File: src/rtl/vx_writeback_queue_if.sv
`default_nettype none
// ============================================================================
// Module   : vx_writeback_queue_if
// Purpose  : Bundles the eviction, DRAM request and snoop signals of the
//            dirty-line writeback queue.
//              master : bank / DRAM side (drives evict_*, dram_req_ready,
//                       snp_addr)
//              slave  : the writeback queue itself
// Ports    : evict_valid/addr/data/byteen/ready, fill_sent,
//            dram_req_valid/addr/data/byteen/ready, snp_addr, snp_hit, count
// Revision : 1.0 - initial release
// ============================================================================
interface vx_writeback_queue_if #(
    parameter int BANK_LINE_SIZE  = 16,
    parameter int LINE_ADDR_WIDTH = 26,
    parameter int QUEUE_SIZE      = 4
);
    localparam int c_lw    = BANK_LINE_SIZE * 8;
    localparam int c_cnt_w = $clog2(QUEUE_SIZE) + 1;

    logic                       evict_valid;
    logic [LINE_ADDR_WIDTH-1:0] evict_addr;
    logic [c_lw-1:0]            evict_data;
    logic [BANK_LINE_SIZE-1:0]  evict_byteen;
    logic                       evict_ready;
    logic                       fill_sent;

    logic                       dram_req_valid;
    logic [LINE_ADDR_WIDTH-1:0] dram_req_addr;
    logic [c_lw-1:0]            dram_req_data;
    logic [BANK_LINE_SIZE-1:0]  dram_req_byteen;
    logic                       dram_req_ready;

    logic [LINE_ADDR_WIDTH-1:0] snp_addr;
    logic                       snp_hit;
    logic [c_cnt_w-1:0]         count;

    modport master (
        output evict_valid, evict_addr, evict_data, evict_byteen,
        output dram_req_ready, snp_addr,
        input  evict_ready, fill_sent,
        input  dram_req_valid, dram_req_addr, dram_req_data, dram_req_byteen,
        input  snp_hit, count
    );

    modport slave (
        input  evict_valid, evict_addr, evict_data, evict_byteen,
        input  dram_req_ready, snp_addr,
        output evict_ready, fill_sent,
        output dram_req_valid, dram_req_addr, dram_req_data, dram_req_byteen,
        output snp_hit, count
    );
endinterface
`default_nettype wire

File: src/rtl/vx_writeback_queue.sv
`default_nettype none
// ============================================================================
// Module   : vx_writeback_queue
// Purpose  : Dirty-line eviction buffer between the bank tag/data store and
//            the DRAM request port. Captures evicted lines, pulses fill_sent
//            on acceptance, drains entries in order under valid/ready and
//            offers an address snoop over pending writebacks.
// Ports    : clk, reset (synchronous, active-high)
//            bus (vx_writeback_queue_if.slave): evict_*, fill_sent,
//            dram_req_*, snp_addr, snp_hit, count
// Config   : VX_WB_BYTEEN_EN - store per-byte dirty masks and drop
//            evictions whose mask is all zero; otherwise byteen is all ones.
// Revision : 1.0 - initial release
// ============================================================================
module vx_writeback_queue #(
    parameter int BANK_LINE_SIZE  = 16,
    parameter int LINE_ADDR_WIDTH = 26,
    parameter int QUEUE_SIZE      = 4
) (
    input  logic                clk,
    input  logic                reset,
    vx_writeback_queue_if.slave bus
);
    localparam int c_lw    = BANK_LINE_SIZE * 8;
    localparam int c_idx_w = $clog2(QUEUE_SIZE);
    localparam int c_ptr_w = c_idx_w + 1;

    // Pointers carry an extra wrap bit so full and empty are distinguishable.
    logic [c_ptr_w-1:0]         r_wr_ptr;
    logic [c_ptr_w-1:0]         r_rd_ptr;
    logic [LINE_ADDR_WIDTH-1:0] r_addr [QUEUE_SIZE];
    logic [c_lw-1:0]            r_data [QUEUE_SIZE];

    logic [c_idx_w-1:0]         w_wr_idx;
    logic [c_idx_w-1:0]         w_rd_idx;
    logic [c_ptr_w-1:0]         w_count;
    logic                       w_full;
    logic                       w_empty;
    logic                       w_accept;
    logic                       w_push;
    logic                       w_pop;
    logic [QUEUE_SIZE-1:0]      w_match;

    assign w_wr_idx = r_wr_ptr[c_idx_w-1:0];
    assign w_rd_idx = r_rd_ptr[c_idx_w-1:0];
    assign w_count  = r_wr_ptr - r_rd_ptr;
    assign w_empty  = (r_wr_ptr == r_rd_ptr);
    assign w_full   = (w_wr_idx == w_rd_idx) &&
                      (r_wr_ptr[c_idx_w] != r_rd_ptr[c_idx_w]);

    // Ready comes from registered pointers only; a pop in the same cycle
    // does not free a slot for a push when full.
    assign bus.evict_ready    = ~reset & ~w_full;
    assign w_accept           = bus.evict_valid & bus.evict_ready;
    assign bus.fill_sent      = w_accept;

    assign bus.dram_req_valid = ~reset & ~w_empty;
    assign w_pop              = bus.dram_req_valid & bus.dram_req_ready;

    assign bus.dram_req_addr  = r_addr[w_rd_idx];
    assign bus.dram_req_data  = r_data[w_rd_idx];
    assign bus.count          = w_count;

`ifdef VX_WB_BYTEEN_EN
    logic [BANK_LINE_SIZE-1:0] r_byteen [QUEUE_SIZE];

    // A line with no dirty bytes still clears its dirty state in the store,
    // but there is nothing worth writing back.
    assign w_push = w_accept & (|bus.evict_byteen);
    assign bus.dram_req_byteen = r_byteen[w_rd_idx];

    always_ff @(posedge clk) begin
        if (w_push) begin
            r_byteen[w_wr_idx] <= bus.evict_byteen;
        end
    end
`else
    logic w_unused_byteen;

    assign w_push              = w_accept;
    assign bus.dram_req_byteen = '1;
    assign w_unused_byteen     = ^bus.evict_byteen;
`endif

    always_ff @(posedge clk) begin
        if (reset) begin
            r_wr_ptr <= '0;
            r_rd_ptr <= '0;
        end else begin
            if (w_push) begin
                r_wr_ptr <= r_wr_ptr + 1'b1;
            end
            if (w_pop) begin
                r_rd_ptr <= r_rd_ptr + 1'b1;
            end
        end
    end

    // Payload storage needs no reset: it is only observed when occupied.
    always_ff @(posedge clk) begin
        if (w_push) begin
            r_addr[w_wr_idx] <= bus.evict_addr;
            r_data[w_wr_idx] <= bus.evict_data;
        end
    end

    // An entry is occupied when its distance from the read index is below the
    // occupancy count. The entry being pushed this cycle is not yet counted,
    // while the head being popped this cycle still is.
    for (genvar gi = 0; gi < QUEUE_SIZE; gi++) begin : g_snoop
        logic [c_idx_w-1:0] w_offset;
        assign w_offset    = c_idx_w'(gi) - w_rd_idx;
        assign w_match[gi] = ({1'b0, w_offset} < w_count) &&
                             (r_addr[gi] == bus.snp_addr);
    end

    assign bus.snp_hit = ~reset & (|w_match);

endmodule
`default_nettype wire

File: src/flat_wrapper.sv
// flat-port wrapper written by rule: the top's interface ports become plain ports
module vx_writeback_queue_flat 
#(
    parameter int BANK_LINE_SIZE  = 16,
    parameter int LINE_ADDR_WIDTH = 26,
    parameter int QUEUE_SIZE      = 4
)
  (clk, reset, bus_evict_valid, bus_evict_addr, bus_evict_data, bus_evict_byteen, bus_dram_req_ready, bus_snp_addr, bus_evict_ready, bus_fill_sent, bus_dram_req_valid, bus_dram_req_addr, bus_dram_req_data, bus_dram_req_byteen, bus_snp_hit, bus_count);
  vx_writeback_queue_if #(.BANK_LINE_SIZE(BANK_LINE_SIZE), .LINE_ADDR_WIDTH(LINE_ADDR_WIDTH), .QUEUE_SIZE(QUEUE_SIZE)) bus_i ();
  input  logic clk;
  input  logic reset;
  input wire logic [$bits(bus_i.evict_valid)-1:0] bus_evict_valid;
  input wire logic [$bits(bus_i.evict_addr)-1:0] bus_evict_addr;
  input wire logic [$bits(bus_i.evict_data)-1:0] bus_evict_data;
  input wire logic [$bits(bus_i.evict_byteen)-1:0] bus_evict_byteen;
  input wire logic [$bits(bus_i.dram_req_ready)-1:0] bus_dram_req_ready;
  input wire logic [$bits(bus_i.snp_addr)-1:0] bus_snp_addr;
  output wire logic [$bits(bus_i.evict_ready)-1:0] bus_evict_ready;
  output wire logic [$bits(bus_i.fill_sent)-1:0] bus_fill_sent;
  output wire logic [$bits(bus_i.dram_req_valid)-1:0] bus_dram_req_valid;
  output wire logic [$bits(bus_i.dram_req_addr)-1:0] bus_dram_req_addr;
  output wire logic [$bits(bus_i.dram_req_data)-1:0] bus_dram_req_data;
  output wire logic [$bits(bus_i.dram_req_byteen)-1:0] bus_dram_req_byteen;
  output wire logic [$bits(bus_i.snp_hit)-1:0] bus_snp_hit;
  output wire logic [$bits(bus_i.count)-1:0] bus_count;
  assign bus_i.evict_valid = bus_evict_valid;
  assign bus_i.evict_addr = bus_evict_addr;
  assign bus_i.evict_data = bus_evict_data;
  assign bus_i.evict_byteen = bus_evict_byteen;
  assign bus_i.dram_req_ready = bus_dram_req_ready;
  assign bus_i.snp_addr = bus_snp_addr;
  assign bus_evict_ready = bus_i.evict_ready;
  assign bus_fill_sent = bus_i.fill_sent;
  assign bus_dram_req_valid = bus_i.dram_req_valid;
  assign bus_dram_req_addr = bus_i.dram_req_addr;
  assign bus_dram_req_data = bus_i.dram_req_data;
  assign bus_dram_req_byteen = bus_i.dram_req_byteen;
  assign bus_snp_hit = bus_i.snp_hit;
  assign bus_count = bus_i.count;
  vx_writeback_queue #(.BANK_LINE_SIZE(BANK_LINE_SIZE), .LINE_ADDR_WIDTH(LINE_ADDR_WIDTH), .QUEUE_SIZE(QUEUE_SIZE)) u_core (.clk(clk), .reset(reset), .bus(bus_i));
endmodule
File: config.mk
export PLATFORM = sky130hd
export DESIGN_NAME = vx_writeback_queue_flat
export DESIGN_NICKNAME = d
export VERILOG_FILES = /design/src/rtl/vx_writeback_queue_if.sv /design/src/rtl/vx_writeback_queue.sv /design/src/flat_wrapper.sv
export SDC_FILE = /design/constraint.sdc
export NUM_CORES = 1
export LEC_CHECK = 0
export CORE_UTILIZATION = 55
export DETAILED_ROUTE_END_ITERATION = 7
export DONT_BUFFER_PORTS = 1
export GPL_ROUTABILITY_DRIVEN = 0
export GPL_TIMING_DRIVEN = 0
export PLACE_DENSITY = 0.7
export REMOVE_ABC_BUFFERS = 1
export SYNTH_ARGS = -nofsm -noshare
export SYNTH_HDL_FRONTEND = slang
export SYNTH_SLANG_ARGS = --single-unit
File: constraint.sdc
create_clock -name clk -period 5.5 [get_ports clk]
set_input_delay 1.1 -clock clk [delete_from_list [all_inputs] [get_ports clk]]
set_output_delay 1.1 -clock clk [all_outputs]
set_load 0.05 [all_outputs]
==> summary.md <==
| Metric | Value |
|---|---|
| Core area | `43200 um^2` |
| Overall Global Routing Usage | `0.210` |
| CTS sink cnt | `624` |
| Number of global-route vias before repair | `10.6k` |
| Hold crit path type | `in -> reg` |
| Clk_lat worst skew | `0.62 ns` |
| Grt ovf | `0` |
| Crit path max-delay family | `adder cells` |
| WP buf/inv | `3` |
| DRT iter0 DRCs | `765` |
| Drt pass-1 iters | `5` |
| Postcts setup bufs | `0` |
| Initial antenna violation count | `0` |
| Mapped Cells | `1059` |
| HPWL after DPL | `30200 um` |
| Worst path arrival time | `4.19 ns` |
| Status | `complete, no violations` |
| Synth Warn # | `0` |
| CTS tree | `done` |
| # Max-Cap Violations | `0` |
| Post-synth top cells | `edfxtp_1, mux4_2, xnor2_1` |
| Via/cell ratio | `5.90` |
| Cell row count | `76` |
| Largest cells by area after synthesis | `edfxtp_1, mux4_2, xnor2_1` |
| CTS hold repair buffers | `0` |
| H-Tree Depth | `2` |
| Setup Skew | `0.0191 ns` |
| Die Area | `44700 um^2` |
| RSZ-0062 raised after global routing | `no` |
| Global-route wire length before repair | `67600 um` |
| Setup CP Type | `reg -> out` |
| Final setup violation count | `0` |
| Synth top area share | `0.766` |
| Setup WS post-layout | `0.208 ns` |
| PwrDens | `387 nW/um^2` |
| Top_reg_cell synth | `edfxtp_1` |
| Largest net degree at the start of global routing | `59` |
| Placed Cells | `1599` |
| CP Cell Sequence | `inv_1 > ha_1 > inv_1 > fa_1 > inv_1 > ha_1 > nor2b_1 > o21ai_0 > nand3_1 > a41oi_1` |
| Avg Cell Area, Syn | `22.8 um^2` |
| Critical path's slowest cell | `a41oi_1` |
| Final Non-Filler Cells | `1704` |
| Pwr Total | `10.4 mW` |
| Ys async rst share | `0` |
| Layout cells sized above 1 | `0.234` |
| Worst Tran Pin Value | `1.27 ns` |
| WL/cell | `27.3 um` |
| Peak Freq | `0.189 GHz` |
| Ant diodes | `0` |
| Largest area contributor in the netlist | `edfxtp_1` |
| Post-synth cell types | `30` |
| CTS Buffer Depth | `3` |
| Final wirelength | `46500 um` |
| Slew HR | `0.139` |
| CP Capture Type | `primary output` |
| Most frequent cell after synthesis | `edfxtp_1` |
| Final worst-path cycle share | `0.962` |
| Worst Path Max Fanout | `5` |
| P&R area growth vs syn | `11.1%` |
| Total CTS buffers | `60` |
| Height of the die | `211 um` |
| Pre-CTS setup slack | `0.870 ns` |
| Die X | `211 um` |
| Data required time of the worst path | `4.40 ns` |
| Boundary Pins | `377` |
| Post-DRT Antenna Nets | `0` |
| PortBufs | `0` |
| Initial Utilization | `0.559` |
| Cell Area, Synth | `24100 um^2` |
| Synth Register Bits | `624` |
| Multi-input gate area | `5110 um^2` |
| # DRC | `0` |
| Peak supply drop | `0.000332 V` |
| Final hold vios | `0` |
| Final nets | `1291` |
| Worst path most repeated cell | `inv_1` |
| Fin crit period | `5.29 ns` |
| Worst-path clk slew | `0.06 ns` |
| Post-synth EDFFs | `616` |
| Root buf cell | `clkbuf_16` |
| CTS-repair resized insts | `0` |
| Fill count | `2927` |
| Register area | `18700 um^2` |
| Sequential area share after synthesis | `0.773` |
| CP max stage delay | `0.98 ns` |
| Startpoint Class | `register` |
| Max Slew Vio Count | `0` |
| Vias | `10.1k` |
| Leakage Power | `8.04 nW` |
==> stage by stage <==
step	setup TNS (ns)	util	area [um^2]	hold WS, ns
after detailed placement	0	0.579	25000	0.551
after floorplan	-448.21	-	23800	0.524
after global placement	-1129.93	0.568	24500	0.550
after CTS	0	0.621	26800	0.506
final	0	0.621	26800	0.550
after global routing	0	0.621	26800	0.515
==> power breakdown <==
part	total [mW]	internal (mW)	switching, mW
logic	1.15	0.310	0.843
clock network	3.81	2.13	1.68
registers	5.41	5.37	0.0429
==> registers in the layout (all words and copies together), names as in the netlist, named ones only <==
name,flops
u_core.r_data,512
u_core.r_addr,104
u_core.r_rd_ptr,3
u_core.r_wr_ptr,3
==> path summary, 6_finish.rpt <==
kind	end	start	cells past startpoint	slack [ns]
worst max register to register	u_core.r_data[3][91]	u_core.r_rd_ptr[0]	5	2.10
worst min-delay path	register	reset	1	0.55
worst max-delay path	bus_snp_hit	u_core.r_wr_ptr[0]	10	0.21
worst min register to register	register	u_core.r_rd_ptr[1]	2	0.57
==> layout make-up <==
cell class / count / area share
clock buffer: 71 / 0.0587
clock inverter: 34 / 0.00933
inverter: 10 / 0.00140
multi-input combinational: 363 / 0.190
sequential: 624 / 0.696
tap: 585 / 0.0273
timing repair buffer: 17 / 0.0169
==> per-layer routing <==
layer,vias up,track usage,share of wire
met5,-,0,0
met4,0,0.0745,0.028
met1,5287,0.251,0.36
met2,352,0.339,0.49
met3,70,0.0954,0.11
li1,4352,-,-
==> logic make-up (layout without fill, tap and decap cells) <==
logic type,after synthesis,after routing,synth area share
simple gates,58,58,0.0135
mux,154,154,0.144
fa+ha+maj,15,15,0.00809
xor+xnor,110,110,0.0402
buf+inv,87,132,0.0177
flops,624,624,0.773
compound gates,10,10,0.00347
other cells,1,16,0.000155
==> worst reg2reg max path, stage by stage (launching register included) <==
cell and delay (ns):
dfxtp_1 0.38, inv_1 0.09, ha_1 0.39, a311oi_4 0.85
and2_4 0.84, buf_16 0.40
==> cell usage in the layout, fill, tap and decap left out, drive strengths merged <==
cell type / n
nand3b: 1
inv: 13
mux4: 154
o31ai: 1
o21ai: 5
bufinv: 2
a311oi: 1
and2: 4
a31oi: 1
dfxtp: 8
nor2: 6
clkinv: 25
nor3: 4
nand4: 24
ha: 14
nand3: 5
clkinvlp: 4
nor2b: 3
o21ba: 1
clkbuf: 71
xnor2: 107
fa: 1
nand2: 7
buf: 17
nor4: 4
a41oi: 1
conb: 16
xor2: 3
edfxtp: 616
(Power assumes the default switching activity.)
